### src/rtl/mips_avalon_arb_pkg.sv
// Shared types and constants for the MIPS instruction/data Avalon arbiter.
package mips_avalon_arb_pkg;

    typedef enum logic [1:0] {
        ARB_IDLE,
        ARB_BUS_I,
        ARB_BUS_D
    } arb_state_t;

    typedef enum logic {
        PORT_INSTR,
        PORT_DATA
    } arb_port_t;

    // An instruction fetch always transfers a full word.
    localparam logic [3:0] BE_WORD = 4'b1111;

endpackage

### src/rtl/mips_avalon_arb_rr.sv
// Two-way round-robin picker. On a tie it grants the port that did not win
// last time. With a single requester, that requester is granted.
module mips_avalon_arb_rr
    import mips_avalon_arb_pkg::*;
(
    input  logic      instr_req,
    input  logic      data_req,
    input  arb_port_t last_grant,
    output logic      grant_valid,
    output arb_port_t grant
);

    // Pick the winner from the current requests and the previous winner.
    always_comb begin
        // NOTE: every output gets a default first so no path can infer a latch.
        grant_valid = instr_req | data_req;
        grant       = PORT_INSTR;
        if (instr_req && data_req) begin
            grant = (last_grant == PORT_DATA) ? PORT_INSTR : PORT_DATA;
        end else if (data_req) begin
            grant = PORT_DATA;
        end
    end

endmodule

### src/rtl/mips_avalon_arbiter.sv
// Shares one Avalon-MM master between the CPU fetch port and data port.
// The winning request is latched into registered avm_* signals and held
// across waitrequest. Completion returns read data with a one-cycle done
// pulse. Protocol errors and bus timeouts set a sticky error flag.
module mips_avalon_arbiter
    import mips_avalon_arb_pkg::*;
#(
    parameter int TIMEOUT_CYCLES = 64
) (
    input  logic        clk,
    input  logic        reset,
    // instruction fetch port
    input  logic        instr_read,
    input  logic [31:0] instr_address,
    output logic [31:0] instr_readdata,
    output logic        instr_done,
    // data port
    input  logic        data_read,
    input  logic        data_write,
    input  logic [31:0] data_address,
    input  logic [31:0] data_writedata,
    input  logic [3:0]  data_byteenable,
    output logic [31:0] data_readdata,
    output logic        data_done,
    // Avalon-MM master
    output logic [31:0] avm_address,
    output logic        avm_read,
    output logic        avm_write,
    output logic [31:0] avm_writedata,
    output logic [3:0]  avm_byteenable,
    input  logic        avm_waitrequest,
    input  logic [31:0] avm_readdata,
    // status
    output logic        error
);

    localparam int CNT_W = $clog2(TIMEOUT_CYCLES + 1);
    localparam logic [CNT_W-1:0] CNT_LIMIT = CNT_W'(TIMEOUT_CYCLES);
    localparam logic [CNT_W-1:0] CNT_LAST  = CNT_W'(TIMEOUT_CYCLES - 1);

    arb_state_t       state;
    arb_port_t        last_grant;
    logic [CNT_W-1:0] wait_cnt;

    logic      instr_req;
    logic      data_req;
    logic      grant_valid;
    arb_port_t grant;

    // A port whose done pulse is high is finishing; its still-high request
    // is the old one and must not be re-granted at this edge.
    assign instr_req = instr_read & ~instr_done;
    assign data_req  = (data_read | data_write) & ~data_done;

    mips_avalon_arb_rr u_rr (
        .instr_req  (instr_req),
        .data_req   (data_req),
        .last_grant (last_grant),
        .grant_valid(grant_valid),
        .grant      (grant)
    );

    // Arbitration FSM with registered bus, completion and error outputs.
    always_ff @(posedge clk) begin
        if (reset) begin
            state          <= ARB_IDLE;
            last_grant     <= PORT_DATA;
            wait_cnt       <= '0;
            avm_address    <= '0;
            avm_read       <= 1'b0;
            avm_write      <= 1'b0;
            avm_writedata  <= '0;
            avm_byteenable <= '0;
            instr_done     <= 1'b0;
            data_done      <= 1'b0;
            // NOTE: the readdata holding registers are cleared too, because
            // they are visible outputs and must read 0 after reset.
            instr_readdata <= '0;
            data_readdata  <= '0;
            error          <= 1'b0;
        end else begin
            // NOTE: non-blocking assignments throughout, so every register
            // here sees the pre-edge value of every other one.
            instr_done <= 1'b0;
            data_done  <= 1'b0;

            case (state)
                ARB_IDLE: begin
                    if (grant_valid) begin
                        wait_cnt   <= '0;
                        last_grant <= grant;
                        if (grant == PORT_INSTR) begin
                            avm_address    <= instr_address;
                            avm_read       <= 1'b1;
                            avm_write      <= 1'b0;
                            avm_writedata  <= '0;
                            avm_byteenable <= BE_WORD;
                            state          <= ARB_BUS_I;
                        end else begin
                            // A simultaneous read and write is illegal;
                            // the write is carried out and flagged.
                            avm_address    <= data_address;
                            avm_read       <= data_read & ~data_write;
                            avm_write      <= data_write;
                            avm_writedata  <= data_writedata;
                            avm_byteenable <= data_byteenable;
                            if (data_read && data_write) begin
                                error <= 1'b1;
                            end
                            state <= ARB_BUS_D;
                        end
                    end
                end

                ARB_BUS_I, ARB_BUS_D: begin
                    if (avm_waitrequest) begin
                        // Saturate so a stuck slave cannot wrap the counter.
                        if (wait_cnt != CNT_LIMIT) begin
                            wait_cnt <= wait_cnt + 1'b1;
                        end
                        if (wait_cnt == CNT_LAST) begin
                            error <= 1'b1;
                        end
                    end else begin
                        if (state == ARB_BUS_I) begin
                            instr_readdata <= avm_readdata;
                            instr_done     <= 1'b1;
                        end else begin
                            if (avm_read) begin
                                data_readdata <= avm_readdata;
                            end
                            data_done <= 1'b1;
                        end
                        avm_read  <= 1'b0;
                        avm_write <= 1'b0;
                        state     <= ARB_IDLE;
                    end
                end

                default: state <= ARB_IDLE;
            endcase
        end
    end

endmodule

### config.mk
export PLATFORM = sky130hd
export DESIGN_NAME = mips_avalon_arbiter
export DESIGN_NICKNAME = d
export VERILOG_FILES = /design/src/rtl/mips_avalon_arb_pkg.sv /design/src/rtl/mips_avalon_arb_rr.sv /design/src/rtl/mips_avalon_arbiter.sv
export SDC_FILE = /design/constraint.sdc
export NUM_CORES = 1
export LEC_CHECK = 0
export CORE_ASPECT_RATIO = 1.2
export CORE_MARGIN = 5
export CORE_UTILIZATION = 30
export CTS_CLUSTER_DIAMETER = 80
export DETAILED_ROUTE_END_ITERATION = 12
export MAX_ROUTING_LAYER = met4
export PLACE_DENSITY_LB_ADDON = 0.2
export SYNTH_ARGS = -nofsm -noshare
export SYNTH_HDL_FRONTEND = slang
export SYNTH_SLANG_ARGS = --single-unit
### constraint.sdc
create_clock -name clk -period 4.4 [get_ports clk]
set_input_delay 0.88 -clock clk [delete_from_list [all_inputs] [get_ports clk]]
set_output_delay 0.88 -clock clk [all_outputs]
set_load 0.05 [all_outputs]
==> run_results.csv <==
group,metric,value,unit
logic_synthesis,seq_area_frac_synth,53.0,%
setup_path,critPathMaxFanout,4,
sta,slew_viol_final,0,
drt,avgViaCountPerCell,4.76,
pwr,internal-power,0.00331,W
drt,wl,17900,um
cts,cts_buffers,17,
sta,tightestPinTransition,0.838,ns
cells_and_area,final_common_cell,"clkdlybuf4s50_1",
setup_path,cpLargestDelayFamily,"buffers and inverters",
floorplanning,die_w,134,um
logic_synthesis,ys_ff_latch,147,
setup_path,crit_path_end_kind,"output port",
pwr,leakage,3.28,nW
placement,place_congestion,0.772,
min_path,hold_depth,2,
logic_synthesis,syn_nets,821,
sta,fin_crit,2.56,ns
drt,vias,5543,
global_routing,grt_usage,16.8,%
floorplanning,coreArea,0.0182,mm^2
logic_synthesis,synth_warnings,0,
drt,drtAntennaViolNets,0,
floorplanning,rows,54,
floorplanning,ios,275,
setup_path,cpMaxStageDelayCell,"clkdlybuf4s50_1",
cells_and_area,area_growth,64.1,%
sta,rsz0062_at_grt,"false",
cts,htreeDepth,4,
sta,hold_violations,0,
setup_path,worstPathRequired,3.52,ns
setup_path,critPathArrivalTime,1.68,ns
cts,ctsHoldBuffers,0,
cells_and_area,fin_cells,1164,
drt,first_pass_iters,4,
floorplanning,die_h,159,um
cts,ctsRootBufferMaster,"clkbuf_16",
cts,clock_latency,0.43,ns
cts,clock_path_buffers,2,
pwr,swShare,38.8,%
pwr,powerDensity,594,mW/mm^2
sta,slew_headroom,44.1,%
setup_path,critPathKind,"flip-flop to output port",
logic_synthesis,yosys.area.top_type,"dfxtp_1",
global_routing,antenna_found_initial,1,
logic_synthesis,synthesis.area,0.00555,mm^2
sta,final-setup-viol-count,0,
pwr,clkPwrFrac,29.7,%
setup_path,critical_path_depth,1,
logic_synthesis,synth_area_per_cell,8.17,um^2
setup_path,path_cells,"clkdlybuf4s50_1",
drt,wl_per_cell,15.4,um
setup_path,cpPeakStageDelay,0.88,ns
cts,post_cts.repair.setup_buffers,0,
global_routing,overflow,0,
drt,drc,0,
setup_path,crit_path_start_kind,"flip-flop",
cts,clock_sinks,147,
pwr,p_comb_share,39.3,%
run,drv_cap,0,
logic_synthesis,synth.distinct_cells,41,
logic_synthesis,synth_top_area_share,53.0,%
sta,skew,0.0241,ns
status,status,"finished, final reports clean",
cells_and_area,fin_nets,1069,
pwr,sequentialPowerShare,31.0,%
placement,placedCellCount,1132,
placement,hpwl,12400,um
cts,clk_pin_slew,0.06,ns
sta,fmax,391,MHz
sta,tns,0,ns
logic_synthesis,netlist_instances,679,
drt,drtIter0Drc,389,
setup_path,reg2regPathDepth,6,
min_path,min_path_type,"flip-flop to flip-flop",
pwr,ir_drop,0.252,mV
pwr,switchingPower,0.00210,W
floorplanning,die-area,0.0213,mm^2
sta,fin_crit_sh,58.2,%
logic_synthesis,synth_area_leaders,"dfxtp_1, nand2_1, a21oi_1",
cts,cts_resized,0,
global_routing,grt_max_degree,79,
setup_path,timing.critical_path.buf_inv,1,
cts,tritoncts,"done",
global_routing,first_global_vias,5363,
placement,portBuffers,274,
global_routing,grt_pass1_wl,28300,um
cells_and_area,drive_gt1_share,5.22,%
floorplanning,initial_core_util,30.5,%
cells_and_area,final_cell_mix,"clkdlybuf4s50_1, nand2_1, dfxtp_1",
[metrics by stage]
| stage | instance area (um^2) | total power, W | setup slack (ns) | util, % | hold slack [ns] |
|---|---|---|---|---|---|
| final | 9100 | 0.00541 | 1.84 | 50.1 | 0.451 |
| after floorplan | 5550 | 0.00312 | 2.40 | - | 0.449 |
| after detailed placement | 8440 | 0.00385 | 1.61 | 46.5 | 0.446 |
| after global routing | 9100 | 0.00570 | 1.76 | 50.1 | 0.473 |
| after CTS | 9100 | 0.00549 | 1.80 | 50.1 | 0.455 |
| after global placement | 8440 | 0.00385 | 1.68 | 46.5 | 0.441 |
[layer usage]
metal / track usage, % / up-vias / part of all wire (%)
li1: - / 2808 / -
met1: 21.0 / 2521 / 45
met2: 25.9 / 203 / 47
met3: 5.50 / 11 / 7.6
met4: 5.09 / 0 / 0.77
met5: - / - / 0
[Yosys cell counts (all sizes together)]
master / count
dfxtp: 147
a31oi: 2
a22oi: 33
a211o: 1
inv: 5
a21oi: 74
ha: 4
nor2b: 3
o22ai: 4
o21bai: 2
nor4: 1
mux2i: 1
nand3: 5
o211ai: 1
o21ai: 6
or3: 2
a311oi: 33
nand2b: 4
o2bb2ai: 1
nor4b: 1
buf: 14
a31o: 1
a22o: 1
or3b: 1
o21ba: 2
or4: 3
and3: 2
nand2: 200
nor2: 73
nor3: 4
clkbuf: 41
o31ai: 3
nand3b: 1
a32o: 1
nand4: 2
[flip-flops by register name, summed over array words and instances (netlist names)]
register / count
avm_read: 1
avm_write: 1
last_grant: 1
avm_byteenable: 4
avm_address: 32
avm_writedata: 32
instr_done: 1
wait_cnt: 7
state: 2
error: 1
data_done: 1
data_readdata: 32
instr_readdata: 32
[power groups by stage]
stage	Clock [W]	Combinational [W]	Sequential, W
2_1_floorplan	0	0.000702	0.00242
3_3_place_gp	0	0.00215	0.00170
3_5_place_dp	0	0.00215	0.00170
4_1_cts	0.00165	0.00215	0.00168
5_1_grt	0.00171	0.00229	0.00171
6_report	0.00161	0.00212	0.00168
[path summary, 6_finish.rpt]
kind	startpoint	to	slack (ns)
min reg2reg	instr_readdata[1]	instr_readdata[1]	0.45
max	avm_read	avm_read	1.84
max reg2reg	state[0]	wait_cnt[5]	2.16
min	instr_readdata[1]	instr_readdata[1]	0.45
[cells by family after synthesis]
group           after synthesis  share of synthesized area (%)
compound gates              165                           19.7
fa+ha+maj                     4                          0.902
buf+inv                      60                           4.47
flops                       147                           53.0
mux                           1                          0.180
simple gates                302                           21.7
[cell type report]
| type | instances | area [um^2] |
|---|---|---|
| clock inverter | 12 | 201 |
| tap | 224 | 280 |
| fill | 1747 | 9070 |
| inverter | 5 | 18.8 |
| sequential | 147 | 2940 |
| multi-input combinational | 472 | 2370 |
| clock buffer | 19 | 453 |
| antenna | 1 | 2.50 |
| timing repair buffer | 284 | 2830 |
No activity file was read; power rests on OpenSTA's default activity.
